**config.mk**
```make
export PLATFORM = sky130hd
export DESIGN_NAME = register_renamer
export DESIGN_NICKNAME = d
export VERILOG_FILES = /design/src/rtl/register_renamer.sv
export SDC_FILE = /design/constraint.sdc
export NUM_CORES = 2
export LEC_CHECK = 0
export CAP_MARGIN = 20
export CORE_AREA = 2 2 331 333
export CTS_CLUSTER_SIZE = 16
export DETAILED_ROUTE_END_ITERATION = 7
export DIE_AREA = 0 0 333 335
export HOLD_SLACK_MARGIN = 0.08
export SLEW_MARGIN = 20
export SYNTH_ARGS = -nofsm -noshare
export SYNTH_HDL_FRONTEND = slang
export SYNTH_SLANG_ARGS = --single-unit
export TNS_END_PERCENT = 5
```
**constraint.sdc**
```tcl
create_clock -name clk -period 9.35 [get_ports clk]
set_input_delay 1.87 -clock clk [delete_from_list [all_inputs] [get_ports clk]]
set_output_delay 1.87 -clock clk [all_outputs]
set_load 0.005 [all_outputs]
```
**src/rtl/register_renamer.sv**
```systemverilog
// Speculative register renamer: combinational arch->phys lookup, free-list allocation in decode,
// in-order release at retire and youngest-first rollback of un-retired renames after a flush.
module register_renamer #(
  parameter int NUM_ARCH     = 32,
  parameter int DEPTH        = 64,
  parameter int WB_GROUPS    = 2,
  parameter int MAX_INFLIGHT = 32,
  localparam int AW = $clog2(NUM_ARCH),
  localparam int PW = $clog2(DEPTH),
  localparam int GW = (WB_GROUPS > 1) ? $clog2(WB_GROUPS) : 1
) (
  input  logic          clk,
  input  logic          rst,
  input  logic [AW-1:0] decode_rs_addr [2],
  input  logic [AW-1:0] decode_rd_addr,
  input  logic          decode_uses_rd,
  input  logic [GW-1:0] decode_rd_wb_group,
  input  logic          decode_advance,
  output logic [PW-1:0] decode_phys_rs_addr [2],
  output logic [GW-1:0] decode_rs_wb_group [2],
  output logic [PW-1:0] decode_phys_rd_addr,
  output logic          rename_ready,
  input  logic          retire_valid,
  input  logic          flush,
  output logic          rollback_busy
);
  localparam int FLD = DEPTH - NUM_ARCH;
  localparam int FLW = (FLD > 1) ? $clog2(FLD) : 1;
  localparam int RW  = $clog2(MAX_INFLIGHT);
  localparam logic [FLW:0] FL_FULL  = (FLW+1)'(FLD);
  localparam logic [RW:0]  REC_FULL = (RW+1)'(MAX_INFLIGHT);
  localparam logic [RW:0]  REC_ONE  = (RW+1)'(1);

  typedef enum logic [1:0] {INIT, NORMAL, ROLLBACK} state_t;
  state_t state;
  logic [AW-1:0] k;

  logic [PW-1:0] map_phys [NUM_ARCH];
  logic [GW-1:0] map_grp  [NUM_ARCH];

  logic [PW-1:0]  fl [FLD];
  logic [FLW-1:0] fl_head, fl_tail, rb_slot;
  logic [FLW:0]   fl_cnt;

  logic [AW-1:0] rec_rd      [MAX_INFLIGHT];
  logic [PW-1:0] rec_old     [MAX_INFLIGHT];
  logic [GW-1:0] rec_old_grp [MAX_INFLIGHT];
  logic [PW-1:0] rec_new     [MAX_INFLIGHT];
  logic [RW-1:0] rec_head, rec_tail, rec_last;
  logic [RW:0]   rec_cnt, rec_cnt_nxt;

  logic alloc, ret, rb;

  function automatic logic [FLW-1:0] fl_inc(input logic [FLW-1:0] p);
    return (p == FLW'(FLD - 1)) ? '0 : p + 1'b1;
  endfunction

  assign rename_ready  = (state == NORMAL) && (fl_cnt != '0) && (rec_cnt != REC_FULL) && !flush;
  assign rollback_busy = (state == ROLLBACK);
  assign alloc = decode_advance && rename_ready && decode_uses_rd && (decode_rd_addr != '0);
  assign ret   = retire_valid && (rec_cnt != '0) && (state != INIT);
  // With a single record left, a concurrent retire consumes it and the tail pop is skipped.
  assign rb    = (state == ROLLBACK) && !(ret && rec_cnt == REC_ONE);

  assign rec_last    = rec_tail - 1'b1;
  assign rb_slot     = ret ? fl_inc(fl_tail) : fl_tail;
  assign rec_cnt_nxt = rec_cnt + (RW+1)'(alloc) - (RW+1)'(ret) - (RW+1)'(rb);

  assign decode_phys_rd_addr = alloc ? fl[fl_head] : '0;

  always_comb begin
    for (int i = 0; i < 2; i++) begin
      decode_phys_rs_addr[i] = '0;
      decode_rs_wb_group[i]  = '0;
      if (state != INIT) begin
        decode_phys_rs_addr[i] = map_phys[decode_rs_addr[i]];
        decode_rs_wb_group[i]  = map_grp[decode_rs_addr[i]];
      end
    end
  end

  always_ff @(posedge clk) begin
    if (state == INIT) begin
      map_phys[k]   <= PW'(k);
      map_grp[k]    <= '0;
      fl[FLW'(k)]   <= PW'(NUM_ARCH) + PW'(k);
    end else begin
      if (alloc) begin
        map_phys[decode_rd_addr] <= fl[fl_head];
        map_grp[decode_rd_addr]  <= decode_rd_wb_group;
        rec_rd[rec_tail]         <= decode_rd_addr;
        rec_old[rec_tail]        <= map_phys[decode_rd_addr];
        rec_old_grp[rec_tail]    <= map_grp[decode_rd_addr];
        rec_new[rec_tail]        <= fl[fl_head];
      end
      if (rb) begin
        map_phys[rec_rd[rec_last]] <= rec_old[rec_last];
        map_grp[rec_rd[rec_last]]  <= rec_old_grp[rec_last];
        fl[rb_slot]                <= rec_new[rec_last];
      end
      if (ret) fl[fl_tail] <= rec_old[rec_head];
    end
  end

  always_ff @(posedge clk or negedge rst) begin
    if (!rst) begin
      state    <= INIT;
      k        <= '0;
      fl_head  <= '0;
      fl_tail  <= '0;
      fl_cnt   <= '0;
      rec_head <= '0;
      rec_tail <= '0;
      rec_cnt  <= '0;
    end else begin
      case (state)
        INIT: begin
          k <= k + 1'b1;
          if (k == AW'(NUM_ARCH - 1)) begin
            state  <= NORMAL;
            fl_cnt <= FL_FULL;
          end
        end
        default: begin
          if (alloc) fl_head <= fl_inc(fl_head);
          if (ret && rb) fl_tail <= fl_inc(fl_inc(fl_tail));
          else if (ret || rb) fl_tail <= fl_inc(fl_tail);
          fl_cnt <= fl_cnt + (FLW+1)'(ret) + (FLW+1)'(rb) - (FLW+1)'(alloc);
          if (ret) rec_head <= rec_head + 1'b1;
          if (alloc) rec_tail <= rec_tail + 1'b1;
          else if (rb) rec_tail <= rec_last;
          rec_cnt <= rec_cnt_nxt;
          if (state == NORMAL && flush && rec_cnt_nxt != '0) state <= ROLLBACK;
          else if (state == ROLLBACK && rec_cnt_nxt == '0) state <= NORMAL;
        end
      endcase
    end
  end
endmodule

```
==> metrics <==
Final GP Congestion 0.840; pins over their slew limit 0; delay-heaviest family, CP buffers and inverters; Seq/Total Area, Yosys 63.6%; cts repair resizes 0; largest stage delay on the critical path 830 ps; minimum clock period 6830 ps; drt initial violations 2745; Initial Utilization 44.8%; ratio of cells with drive above 1 in the final layout 33.2%; Req. time, crit path 7480 ps; Cell Count, Final, Fillers Out 4009; Power Total 18.2 mW; # DRC 0; Ports 44; wire per inst 31.7 um; worst path cell trace clkdlybuf4s50_1 > nor4_1 > o2111ai_2 > buf_4 > clkinv_1 > and2_1 > clkdlybuf4s50_1; Final Routed Wirelength 127000 um; worst skew pair latency 700 ps; P per Cell Area 336 mW/mm^2; area leader, netlist edfxtp_1; crit end category output pin; register bit count reported by yosys 1031; H-tree levels 3; area growth from synthesis to final layout 11.9%; Hold-fix buffers, CTS 0; crit path buf inv count 4; Synth top area share 61.6%; CP Launch Type input port; top-count cell post-synth edfxtp_1; Syn Inst Count 2454; core area 0.108 mm^2; Post-synth EDFFs 992; initial antenna violation count 3; Syn Nets 2514; Root Buffer clkbuf_16; fin crit share 73.0%; vias in the first global route 26500; Syn Std Cell Area 0.0484 mm^2; Final Util 50.1%; unrepaired setup endpoints after global routing false; Static Leak 17.5 nW; die area 0.112 mm^2; post-route ant nets 0; Max-Cap Viols 0; ys flop type edfxtp_1; Post-DP HPWL 79600 um; Nets 2562; Reg clk slew, reported paths 60 ps; Yosys warnings 0; vias per cell 6.42; most frequent CP cell clkdlybuf4s50_1; placed instance count 3804; gr usage total 23.0%; status finished, final reports clean; total negative slack 0 ps; final setup violation count 0; Setup Fix Bufs, Post-CTS 0; hold_ws 555 ps; ant diodes 0; Setup Skew 21.8 ps; Mapped Avg Cell Area 19.7 um^2; CTS tree done; worst slew pin tran 1200 ps; crit path DAT 4960 ps; main area contributors after synthesis edfxtp_1, mux4_2, mux2i_1; CTS Buf Count 107; Post-synth top cells edfxtp_1, mux4_2, mux2i_1; Tightest Hold Check Type register to register; # clock sinks 1031; Final Hold Viols 0; fmax 0.146 GHz; Cell Rows 121; Synth cell types 55; ys async rst share 3.78%; slowest CP cell nor4_1; max_slew headroom 19.1%; port bufs 43; die width 333 um; DIE HEIGHT 335 um; routed via count 25800; TritonRoute pass-1 iters 6; worst setup path class input port to output pin; Overflow after GRT 0; Max VDD drop 0.249 mV; Crit Path Max Fanout 20; clk buf depth 3; first-pass GRT wire length 186000 um; largest net degree at the start of global routing 57
==> registers in the layout, summed over array words and instances, names as in the netlist <==
register     cells
fl             192
fl_cnt           6
fl_head          5
fl_tail          5
k                5
map_grp         32
map_phys       192
rec_cnt          6
rec_head         5
rec_new        192
rec_old        192
rec_old_grp     32
rec_rd         160
rec_tail         5
state            2
==> worst min-delay path: stages, from the launching register on <==
cell	delay, ps
dfrtp_1	350
nor3_1	50
a21oi_1	110
==> cell usage in the layout, fill, tap and decap left out, types with 24 or more instances in the layout <==
cell / instances
a21oi_1: 28
buf_4: 88
clkbuf_1: 24
clkbuf_16: 111
clkdlybuf4s50_1: 31
clkinv_1: 25
clkinv_2: 24
dfrtp_1: 34
edfxtp_1: 992
ha_1: 34
mux2i_1: 228
mux4_2: 509
nand2_1: 75
nor2_1: 71
nor2_2: 38
o21ai_0: 31
==> cell families after synthesis <==
family / count (synthesis) / synth area share [%]
flip-flops: 1031 / 63.6
multiplexers: 767 / 29.1
AND/OR/NAND/NOR: 269 / 2.56
buffers and inverters: 214 / 1.90
AO/OA/AOI/OAI: 112 / 1.36
adder cells (fa/ha/maj): 38 / 1.03
XOR/XNOR: 23 / 0.432
==> per-layer routing <==
layer	share of wire [%]	track usage, %	up-vias
met1	41	32.2	13900
met2	49	37.3	1202
met3	7.7	4.13	180
met5	0.0071	0	-
li1	-	-	10400
met4	2.4	6.29	2
==> power breakdown <==
part           total [mW]  internal, mW  switching (mW)
sequential           6.64          6.29           0.348
clock                4.17          2.38            1.79
combinational        7.38          2.99            4.40
==> worst paths after layout <==
path,startpoint,to,slack [ps],cells past startpoint
setup / recovery,flush,decode_phys_rd_addr[5],2520,7
hold / removal,fl_cnt[5],fl_cnt[5],560,2
setup reg to reg,rec_tail[0],map_phys[3][3],3420,9
hold reg to reg,fl_cnt[5],fl_cnt[5],560,2
max in group asynchronous,rst,fl_head[0],7340,1
min in group asynchronous,rst,rec_head[3],1320,1
==> per-stage QoR <==
stage	setup slack (ps)	cell area, um^2
5_1_grt	2400	54100
3_3_place_gp	2630	50600
2_1_floorplan	3620	48400
6_report	2520	54100
4_1_cts	2590	54000
3_5_place_dp	2590	50600
==> area by class of cell <==
type | count | area, um^2
clock buffer | 135 | 2860
clock inverter | 67 | 559
fill | 8708 | 54000
inverter | 24 | 90.1
multi-input combinational | 1209 | 17000
sequential | 1031 | 30800
tap | 1414 | 1770
timing repair buffer | 129 | 1060
No activity file was read; power rests on OpenSTA's default activity.
